$ cat config.mk
export PLATFORM = sky130hd
export DESIGN_NAME = blake2_job_ctrl
export DESIGN_NICKNAME = d
export VERILOG_FILES = /design/src/rtl/blake2_job_ctrl.sv
export SDC_FILE = /design/constraint.sdc
export NUM_CORES = 1
export LEC_CHECK = 0
export CAP_MARGIN = 5
export CORE_UTILIZATION = 60
export CTS_BUF_LIST = sky130_fd_sc_hd__clkbuf_8
export DETAILED_ROUTE_END_ITERATION = 16
export PLACE_DENSITY = 0.81
export SYNTH_ARGS = -nofsm -noshare
export SYNTH_HDL_FRONTEND = slang
export SYNTH_SLANG_ARGS = --single-unit
export TNS_END_PERCENT = 30
$ cat constraint.sdc
create_clock -name clk -period 4.4 [get_ports clk]
set_input_delay 1.1 -clock clk [delete_from_list [all_inputs] [get_ports clk]]
set_output_delay 1.1 -clock clk [all_outputs]
set_load 0.02 [all_outputs]
$ cat src/rtl/blake2_job_ctrl.sv
// blake2_job_ctrl
//   Host-side job sequencer for the BLAKE2s core on the Pmod byte bus.
//   Accepts one job (kk, nn, ll) and emits a config header and then 64-byte
//   blocks to the core. Key and message bytes come from the requester stream,
//   and zero padding is inserted to fill each block. It then collects nn hash
//   bytes from the core and forwards them to the requester.
// Ports
//   clk, rst_n                 clock, async active-low reset
//   start_i, kk_i, nn_i, ll_i  job request (taken in IDLE only)
//   busy_o                     job in flight
//   msg_valid_i/msg_data_i/msg_ready_o  requester key+message byte stream
//   data_o, data_ctrl_o        byte to core, {cmd[1:0], valid}
//   hash_ctrl_i, hash_i        [0] core ready, [1] hash byte valid; hash byte
//   res_valid_o/res_data_o/res_last_o   hash bytes back to requester
//   done_o, err_o, err_code_o  job completion / abort (1 cfg, 2 timeout, 3 stray hash)
module blake2_job_ctrl #(
  parameter int LL_W      = 32,
  parameter int TIMEOUT_W = 16
) (
  input  logic            clk,
  input  logic            rst_n,
  input  logic            start_i,
  input  logic [5:0]      kk_i,
  input  logic [5:0]      nn_i,
  input  logic [LL_W-1:0] ll_i,
  output logic            busy_o,
  input  logic            msg_valid_i,
  input  logic [7:0]      msg_data_i,
  output logic            msg_ready_o,
  output logic [7:0]      data_o,
  output logic [2:0]      data_ctrl_o,
  input  logic [1:0]      hash_ctrl_i,
  input  logic [7:0]      hash_i,
  output logic            res_valid_o,
  output logic [7:0]      res_data_o,
  output logic            res_last_o,
  output logic            done_o,
  output logic            err_o,
  output logic [1:0]      err_code_o
);
  // Byte positions need one bit more than ll so ll = 2^LL_W-1 plus a key
  // block and padding never wraps.
  localparam int PW    = LL_W + 1;
  localparam int HDR_N = LL_W/8 + 2;
  localparam int HW    = LL_W + 16;
  localparam logic [7:0] HDR_LAST = 8'(HDR_N - 1);
  // Error is raised on the edge where the watchdog reaches all-ones.
  localparam logic [TIMEOUT_W-1:0] WD_EXP = {{(TIMEOUT_W-1){1'b1}}, 1'b0};

  typedef enum logic [2:0] {S_IDLE, S_CFG, S_BLK, S_WAIT, S_READ} state_t;
  state_t r_state, w_state_nxt;

  logic [HW-1:0]        r_hdr;
  logic [7:0]           r_hidx;
  logic [5:0]           r_nn, r_kk, r_hcnt;
  logic [PW-1:0]        r_pos, r_kbase, r_msg_end, r_total, r_last_blk;
  logic [TIMEOUT_W-1:0] r_wd;
  logic                 r_vld;
  logic [1:0]           r_cmd;
  logic [7:0]           r_data;
  logic                 r_res_valid, r_res_last, r_done, r_err;
  logic [7:0]           r_res_data;
  logic [1:0]           r_err_code;

  logic          w_load, w_hv, w_bad, w_blk_end, w_due, w_hlast, w_wd_exp;
  logic [PW-1:0] w_kbase, w_rup, w_sum, w_total;
  logic [1:0]    w_cmd;

  // Output register may load when empty or when the core takes its byte.
  assign w_load    = ~r_vld | hash_ctrl_i[0];
  assign w_hv      = hash_ctrl_i[1];
  assign w_bad     = (nn_i == 6'd0) || (nn_i > 6'd32) || (kk_i > 6'd32);
  assign w_blk_end = (r_pos == r_total);
  // Stream bytes: key at [0,kk), message at [kbase, kbase+ll); rest is padding.
  assign w_due     = (r_pos < PW'(r_kk)) || ((r_pos >= r_kbase) && (r_pos < r_msg_end));
  assign w_cmd     = (r_pos >= r_last_blk) ? 2'b10 : 2'b01;
  assign w_hlast   = ((r_hcnt + 6'd1) == r_nn);
  assign w_wd_exp  = (r_wd == WD_EXP);
  assign w_kbase   = (kk_i != 6'd0) ? PW'(64) : '0;
  assign w_rup     = (PW'(ll_i) + PW'(63)) & ~PW'(63);
  assign w_sum     = w_kbase + w_rup;
  assign w_total   = (w_sum == '0) ? PW'(64) : w_sum;

  always_ff @(posedge clk or negedge rst_n) begin
    if (!rst_n) r_state <= S_IDLE;
    else        r_state <= w_state_nxt;
  end

  always_comb begin
    w_state_nxt = r_state;
    case (r_state)
      S_IDLE: if (start_i && !w_bad) w_state_nxt = S_CFG;
      S_CFG: begin
        if (w_hv) w_state_nxt = S_IDLE;
        else if (w_load && (r_hidx == HDR_LAST)) w_state_nxt = S_BLK;
      end
      S_BLK: begin
        if (w_hv) w_state_nxt = S_IDLE;
        else if (w_load && w_blk_end) w_state_nxt = S_WAIT;
      end
      S_WAIT, S_READ: begin
        if (w_hv) w_state_nxt = w_hlast ? S_IDLE : S_READ;
        else if (w_wd_exp) w_state_nxt = S_IDLE;
      end
      default: w_state_nxt = S_IDLE;
    endcase
  end

  always_comb begin
    busy_o      = (r_state != S_IDLE);
    msg_ready_o = (r_state == S_BLK) && !w_hv && !w_blk_end && w_due && w_load;
  end

  always_ff @(posedge clk or negedge rst_n) begin
    if (!rst_n) begin
      r_hdr <= '0; r_hidx <= '0; r_kk <= '0; r_nn <= '0; r_hcnt <= '0;
      r_pos <= '0; r_kbase <= '0; r_msg_end <= '0; r_total <= '0; r_last_blk <= '0;
      r_wd <= '0; r_vld <= 1'b0; r_cmd <= '0; r_data <= '0;
      r_res_valid <= 1'b0; r_res_last <= 1'b0; r_res_data <= '0;
      r_done <= 1'b0; r_err <= 1'b0; r_err_code <= '0;
    end else begin
      r_res_valid <= 1'b0;
      r_res_last  <= 1'b0;
      r_done      <= 1'b0;
      r_err       <= 1'b0;
      case (r_state)
        S_IDLE: begin
          if (start_i) begin
            r_kk <= kk_i;
            r_nn <= nn_i;
            if (w_bad) begin
              r_err <= 1'b1; r_err_code <= 2'd1;
            end else begin
              // kk goes out now; the rest of the header is shifted out of r_hdr.
              r_data     <= {2'b00, kk_i};
              r_cmd      <= 2'b00;
              r_vld      <= 1'b1;
              r_hdr      <= {8'h00, ll_i, 2'b00, nn_i};
              r_hidx     <= 8'd1;
              r_pos      <= '0;
              r_kbase    <= w_kbase;
              r_msg_end  <= w_kbase + PW'(ll_i);
              r_total    <= w_total;
              r_last_blk <= w_total - PW'(64);
              r_hcnt     <= '0;
              r_wd       <= '0;
            end
          end
        end
        S_CFG: begin
          if (w_hv) begin
            r_vld <= 1'b0; r_err <= 1'b1; r_err_code <= 2'd3;
          end else if (w_load) begin
            r_data <= r_hdr[7:0];
            r_hdr  <= r_hdr >> 8;
            r_hidx <= r_hidx + 8'd1;
            r_vld  <= 1'b1;
          end
        end
        S_BLK: begin
          if (w_hv) begin
            r_vld <= 1'b0; r_err <= 1'b1; r_err_code <= 2'd3;
          end else if (w_load) begin
            if (w_blk_end) begin
              r_vld <= 1'b0;
              r_wd  <= '0;
            end else if (!w_due) begin
              r_data <= 8'h00; r_cmd <= w_cmd; r_vld <= 1'b1; r_pos <= r_pos + PW'(1);
            end else if (msg_valid_i) begin
              r_data <= msg_data_i; r_cmd <= w_cmd; r_vld <= 1'b1; r_pos <= r_pos + PW'(1);
            end else begin
              r_vld <= 1'b0;
            end
          end
        end
        S_WAIT, S_READ: begin
          if (w_hv) begin
            r_res_valid <= 1'b1;
            r_res_data  <= hash_i;
            r_hcnt      <= r_hcnt + 6'd1;
            r_wd        <= '0;
            if (w_hlast) begin
              r_res_last <= 1'b1; r_done <= 1'b1;
            end
          end else if (w_wd_exp) begin
            r_wd <= r_wd + 1'b1; r_err <= 1'b1; r_err_code <= 2'd2;
          end else begin
            r_wd <= r_wd + 1'b1;
          end
        end
        default: ;
      endcase
    end
  end

  assign data_o      = r_data;
  assign data_ctrl_o = {r_cmd, r_vld};
  assign res_valid_o = r_res_valid;
  assign res_data_o  = r_res_data;
  assign res_last_o  = r_res_last;
  assign done_o      = r_done;
  assign err_o       = r_err;
  assign err_code_o  = r_err_code;
endmodule

==> flow_metrics.env, run 1 <==
export IMPL_period_minus_slack_ns=4.83
export IMPL_coreArea_um2=23600
export IMPL_worst_pin_slew_ns=0.807
export IMPL_clkSlewWorstSetupHoldPaths_ns=0.06
export IMPL_postSynthCellCount=1719
export IMPL_layout_commonest_cell="nand2_1"
export IMPL_cp_start_kind="input pin"
export IMPL_holdWs_ns=0.479
export IMPL_syn_avg_cell_area_um2=8.47
export IMPL_violations="negative setup slack"
export IMPL_synth_compound_area_frac=0.160
export IMPL_place_area_um2=17400
export IMPL_grt_pass1_vias=14000
export IMPL_fin_crit_sh=1.10
export IMPL_cts_root_buf="clkbuf_8"
export IMPL_final_fill_count=1548
export IMPL_port_buffers=92
export IMPL_synth_seq_cells=230
export IMPL_critPathLaunch="ll_i[23]"
export IMPL_fp_dieH_um=158
export IMPL_setup_violations=13
export IMPL_cts_made_buffers=41
export IMPL_postSynthNetCount=1862
export IMPL_netlist_area_um2=14600
export IMPL_grt_ovfl_total=0
export IMPL_grt_pass1_wl_um=72300
export IMPL_leakage_nw=8.87
export IMPL_ir_drop_uv=385
export IMPL_synth_xor_area_frac=0.0800
export IMPL_die_w_um=158
export IMPL_min_path_type="input pin to async pin"
export IMPL_maxSlewViolCount=0
export IMPL_relSlewSlack=0.456
export IMPL_ant_nets=0
export IMPL_area_growth_syn_to_layout_pct=30.5
export IMPL_wire_per_inst_um=19.5
export IMPL_clock_sinks=230
export IMPL_synth_adder_area_share=0.0669
export IMPL_clock_path_buffers=3
export IMPL_clock_fmax_mhz=207
export IMPL_status="finished, violations left"
export IMPL_synthMuxAreaShare=0.00903
export IMPL_first_pass_iters=6
export IMPL_crit_type="input pin to flop"
export IMPL_use_met1=0.455
export IMPL_synth_cell_type_count=84
export IMPL_via_per_inst=6.14
export IMPL_synthArstFlopShare=1.00
export IMPL_cts_tree="done"
export IMPL_antenna_found_initial=0
export IMPL_ys_seq_area_frac=0.395
export IMPL_drc_errors=0
export IMPL_timing_rr_start="r_pos[7]$_DFFE_PN0P_"
export IMPL_p_per_area_nw_per_um2=466
export IMPL_clock_latency_ns=0.57
export IMPL_synth_simple_area_share=0.238
export IMPL_h_tree_depth=2
export IMPL_mostFrequentLayoutCells="nand2_1 (301), buf_4 (277), dfrtp_1 (230)"
export IMPL_finalHoldViolations=0
export IMPL_synth_edf_count=0
export IMPL_hold_buffers=0
export IMPL_worstPathRequired_ns=4.85
export IMPL_num_io_pins=93
export IMPL_busiest_layer="met2"
export IMPL_die_area_um2=24900
export IMPL_crit_fanout=4
export IMPL_rows=56
export IMPL_diodes=0
export IMPL_synth_warning_count=0
export IMPL_synth_ff_type="dfrtp_1"
export IMPL_synth_top_family_by_area="simple AND/OR/NAND/NOR gates"
export IMPL_drive_gt1_frac=0.229
export IMPL_grtUsageTotal=0.376
export IMPL_hpwlAfterDp_um=34000
export IMPL_use_met2=0.635
export IMPL_nets=2199
export IMPL_design_area_um2=19000
export IMPL_setup_slack_ns=-0.430
export IMPL_gp_congestion=0.979
export IMPL_crit_arrival_ns=5.28
export IMPL_initial_core_util=0.616
export IMPL_grt_max_degree=96
export IMPL_rsz0062_at_grt="true"
export IMPL_cp_end_kind="flop"
export IMPL_maxCapViolations=0
export IMPL_drt_total_wl_um=46900
export IMPL_drt_iter0_markers=1496
export IMPL_globalRouteMet3Util=0.0717
export IMPL_skew_ns=0.0370
export IMPL_num_vias=14800
-- metal layers --
metal	up-vias	part of all wire
li1	6680	-
met1	7155	0.38
met2	714	0.48
met3	202	0.081
met4	0	0.054
met5	-	0
-- kinds of logic after synthesis --
group	Yosys count
AO/OA/AOI/OAI	370
XOR/XNOR	133
adder cells (fa/ha/maj)	78
buffers and inverters	176
flip-flops	230
multiplexers	12
AND/OR/NAND/NOR	720
-- state kept, by name (all words and copies together), names as in the netlist --
name / cells
r_kk: 6
r_msg_end: 33
r_nn: 6
res_valid_o: 1
r_state: 3
r_cmd: 2
done_o: 1
r_wd: 16
r_hidx: 8
err_o: 1
res_data_o: 8
r_last_blk: 27
r_pos: 33
err_code_o: 2
data_o: 8
r_hcnt: 6
r_hdr: 40
r_kbase: 1
r_total: 27
r_vld: 1
-- cell usage after synthesis (8+ instances only) --
| cell | count | area, µm² |
|---|---|---|
| a21o_1 | 26 | 195 |
| nand3_1 | 56 | 280 |
| nand2b_1 | 9 | 56.3 |
| dfrtp_1 | 230 | 5760 |
| or3_1 | 26 | 163 |
| a31oi_1 | 38 | 238 |
| o31ai_1 | 18 | 135 |
| nor2b_1 | 10 | 62.6 |
| nand2_1 | 308 | 1160 |
| or4_1 | 11 | 82.6 |
| inv_1 | 91 | 342 |
| xnor2_1 | 82 | 718 |
| a211oi_1 | 8 | 60.1 |
| a21oi_1 | 59 | 295 |
| ha_1 | 77 | 963 |
| buf_4 | 8 | 60.1 |
| nand4_1 | 41 | 257 |
| and2_1 | 21 | 131 |
| a22o_1 | 10 | 87.6 |
| clkbuf_1 | 63 | 236 |
| nor2_1 | 124 | 465 |
| nor3_1 | 34 | 170 |
| o21ai_0 | 145 | 726 |
| nor4_1 | 18 | 113 |
| and3_1 | 23 | 144 |
| xor2_1 | 51 | 447 |
-- cell type report --
type	instances	area (µm²)	area share
clock buffers	50	688	0.0362
clock inverters	20	161	0.00850
inverters	91	342	0.0180
multi-input cells	1313	8510	0.448
flip-flops and latches	230	5760	0.303
well taps	319	399	0.0210
repair buffers	379	3140	0.165
-- final timing paths --
check / endpoint / slack (ns) / cells after the start
min in group clk: res_data_o[7]$_DFFE_PN0P_ / 0.48 / 2
max reg2reg: r_cmd[1]$_DFFE_PN0P_ / 1.02 / 13
max in group asynchronous: r_last_blk[15]$_DFFE_PN0P_ / 3.00 / 2
min: r_wd[11]$_DFFE_PN0P_ / 0.48 / 1
max: r_last_blk[30]$_DFFE_PN0P_ / -0.43 / 22
min reg2reg: res_data_o[7]$_DFFE_PN0P_ / 0.48 / 2
-- critical path: stages --
cell             delay (ns)
clkdlybuf4s50_1        0.50
nand4_1                0.15
buf_4                  0.19
a211o_1                0.30
or3_4                  0.37
a21oi_4                0.18
nand4_4                0.13
buf_4                  0.17
nor2_2                 0.16
mux2i_4                0.25
or4b_4                 0.17
nor3_4                 0.04
nor2_2                 0.10
ha_2                   0.18
nor3b_4                0.20
nand3_2                0.13
nor3_4                 0.24
nand2_2                0.13
buf_6                  0.14
a211oi_4               0.21
xor2_1                 0.16
o21ai_1                0.08
-- per-stage QoR --
step / std cells / util / setup WS [ns] / TNS (ns) / total power, W
2_1_floorplan: 1719 / - / -0.814 / -7.16 / 0.00541
3_3_place_gp: 2283 / 0.739 / -1.38 / -24.86 / 0.00647
3_5_place_dp: 2283 / 0.739 / -1.42 / -27.63 / 0.00665
4_1_cts: 2386 / 0.794 / -0.280 / -2.11 / 0.00878
5_1_grt: 2402 / 0.804 / -0.531 / -5.16 / 0.00937
6_report: 2402 / 0.804 / -0.430 / -3.64 / 0.00886
-- power breakdown --
| part | total [W] | switching [W] | internal [W] |
|---|---|---|---|
| clock | 0.00207 | 0.000921 | 0.00115 |
| sequential | 0.00336 | 0.000494 | 0.00287 |
| combinational | 0.00342 | 0.00205 | 0.00137 |
| total | 0.00886 | 0.00347 | 0.00539 |
-- what timing repair did --
item / in CTS / in global routing
pin swaps: 50 / 27
setup endpoints to repair: 25 / 16
buffers inserted: 33 / 16
gates resized for setup: 149 / 33
hold endpoints to repair: 0 / 0
No activity file was read; power rests on OpenSTA's default activity.
==> run 2: changes to the inputs <==
- clock period: 4.4 -> 5.9 ns (I/O delays scaled with it)
==> flow_metrics.env, run 2 (same netlist as run 1, synthesis figures left out) <==
export IMPL_status="finished, final reports clean"
export IMPL_grt_pass1_wl_um=67400
export IMPL_via_per_inst=6.04
export IMPL_fp_dieH_um=158
export IMPL_r2r_end="r_pos[32]$_DFFE_PN0P_"
export IMPL_initial_core_util=0.616
export IMPL_die_area_um2=24900
export IMPL_cts_root_buf="clkbuf_8"
export IMPL_skew_ns=0.0339
export IMPL_critPathLaunch="ll_i[7]"
export IMPL_cp_start_kind="input pin"
export IMPL_crit_fanout=5
export IMPL_h_tree_depth=2
export IMPL_relSlewSlack=0.404
export IMPL_crit_arrival_ns=6.12
export IMPL_coreArea_um2=23600
export IMPL_maxCapViolations=0
export IMPL_reg2reg_slack_ns=2.18
export IMPL_cp_slowest_cell="or4_1"
export IMPL_num_io_pins=93
export IMPL_maxSlewViolCount=0
export IMPL_area_growth_syn_to_layout_pct=21.6
export IMPL_worstHoldEndpoint="res_data_o[5]$_DFFE_PN0P_"
export IMPL_regMostFlops="r_hdr"
export IMPL_clock_latency_ns=0.57
export IMPL_worst_pin_slew_ns=0.887
export IMPL_grtUsageTotal=0.352
export IMPL_grt_pass1_vias=13000
export IMPL_ant_nets=0
export IMPL_drc_errors=0
export IMPL_cp_end_kind="flop"
export IMPL_clock_path_buffers=3
export IMPL_antenna_found_initial=0
export IMPL_cts_tree="done"
export IMPL_finalHoldViolations=0
export IMPL_clock_sinks=230
export IMPL_layout_commonest_cell="nand2_1"
export IMPL_setup_violations=0
export IMPL_cts_setup_buffers=0
export IMPL_drt_iter0_markers=1364
export IMPL_grt_ovfl_total=0
export IMPL_min_path_type="flop to flop"
export IMPL_reg_largest_list="r_hdr (40), r_msg_end (33), r_pos (33)"
export IMPL_clock_fmax_mhz=174
export IMPL_nets=2075
export IMPL_p_per_area_nw_per_um2=363
export IMPL_timing_rr_start="r_pos[26]$_DFFE_PN0P_"
export IMPL_crit_family="simple AND/OR/NAND/NOR gates"
export IMPL_first_pass_iters=6
export IMPL_worstPathRequired_ns=6.29
export IMPL_num_vias=13800
export IMPL_gp_congestion=0.994
export IMPL_leakage_nw=8.09
export IMPL_path_buf_inv=2
export IMPL_p_total_w=0.00642
export IMPL_worstRegToRegCells=14
export IMPL_wire_per_inst_um=19.1
export IMPL_crit_type="input pin to flop"
export IMPL_worstPathCellList="clkdlybuf4s50_1, nand2_1, or4_1, or4_1, a22oi_2, buf_4, nand4_1, mux2_2, mux2i_2, or4b_4, nor3_4, nor2_2, ha_1, nor3b_2, nand3_1, nor3_2, nand2_1, mux2i_1, xor2_1, o21ai_0"
export IMPL_cts_made_buffers=40
export IMPL_worstHoldStart="res_data_o[5]$_DFFE_PN0P_"
export IMPL_die_w_um=158
export IMPL_whs_path_depth=2
export IMPL_mostFrequentLayoutCells="nand2_1 (307), dfrtp_1 (230), buf_4 (160)"
export IMPL_largest_reg_flops=40
export IMPL_hpwlAfterDp_um=32400
export IMPL_critPathMaxStageDelay_ns=0.59
export IMPL_drive_gt1_frac=0.147
export IMPL_fin_tns_setup_ns=0
export IMPL_rows=56
export IMPL_period_minus_slack_ns=5.73
export IMPL_clkSlewWorstSetupHoldPaths_ns=0.06
export IMPL_fin_crit_sh=0.971
export IMPL_ir_drop_uv=231
export IMPL_port_buffers=92
export IMPL_drt_total_wl_um=43600
export IMPL_diodes=0
export IMPL_grt_max_degree=130
export IMPL_rsz0062_at_grt="true"
## run 2: repair_timing
item | in CTS | in global routing
hold buffers | 0 | 0
endpoints found under the setup margin | 0 | 7
gates resized for setup | 0 | 20
endpoints found under the hold margin | 0 | 0
## run 2: power breakdown
| group | total, W | switching, W | internal, W |
|---|---|---|---|
| clock network | 0.00151 | 0.000704 | 0.000810 |
| registers | 0.00250 | 0.000366 | 0.00214 |
| logic | 0.00240 | 0.00143 | 0.000968 |
## run 2: cell type report
type	count	area (µm²)
sequential	230	5760
inverter	91	342
clock buffer	46	633
multi-input combinational	1313	8170
tap	319	399
clock inverter	25	183
timing repair buffer	256	2210
fill	1746	5920
## run 2: per-stage QoR
stage	instance area (µm²)	util	worst slack [ns]	hold WS, ns	std cells
finish	17700	0.749	0.169	0.470	2280
global route	17700	0.749	-0.0491	0.501	2280
CTS	17600	0.745	0.113	0.475	2280
detailed placement	16800	0.711	-0.445	0.460	2209
global placement	16800	0.711	-0.316	0.451	2209
floorplan	14600	-	-0.0154	0.439	1719
## run 2: worst max path at each step
stage / depth (start not counted) / slack [ns] / endpoint
2_1_floorplan: 19 / -0.02 / r_last_blk[30]$_DFFE_PN0P_
3_3_place_gp: 20 / -0.32 / r_last_blk[24]$_DFFE_PN0P_
3_5_place_dp: 22 / -0.45 / r_last_blk[24]$_DFFE_PN0P_
4_1_cts: 22 / 0.11 / r_last_blk[24]$_DFFE_PN0P_
5_1_grt: 25 / -0.05 / r_last_blk[24]$_DFFE_PN0P_
6_report: 20 / 0.17 / r_last_blk[24]$_DFFE_PN0P_
## run 2: metal layers
layer / wire length [µm] / vias up / global-route usage
li1: - / 6448 / -
met1: 17600 / 6509 / 0.444
met2: 21000 / 680 / 0.586
met3: 3200 / 142 / 0.0575
met4: 1870 / 0 / 0.174
met5: 0 / - / 0
## run 2: tightest hold or removal path: cells and delay by family (launching register included)
family | cells | cell delay (ns)
AND/OR/NAND/NOR | 2 | 0.10
flip-flops | 1 | 0.34
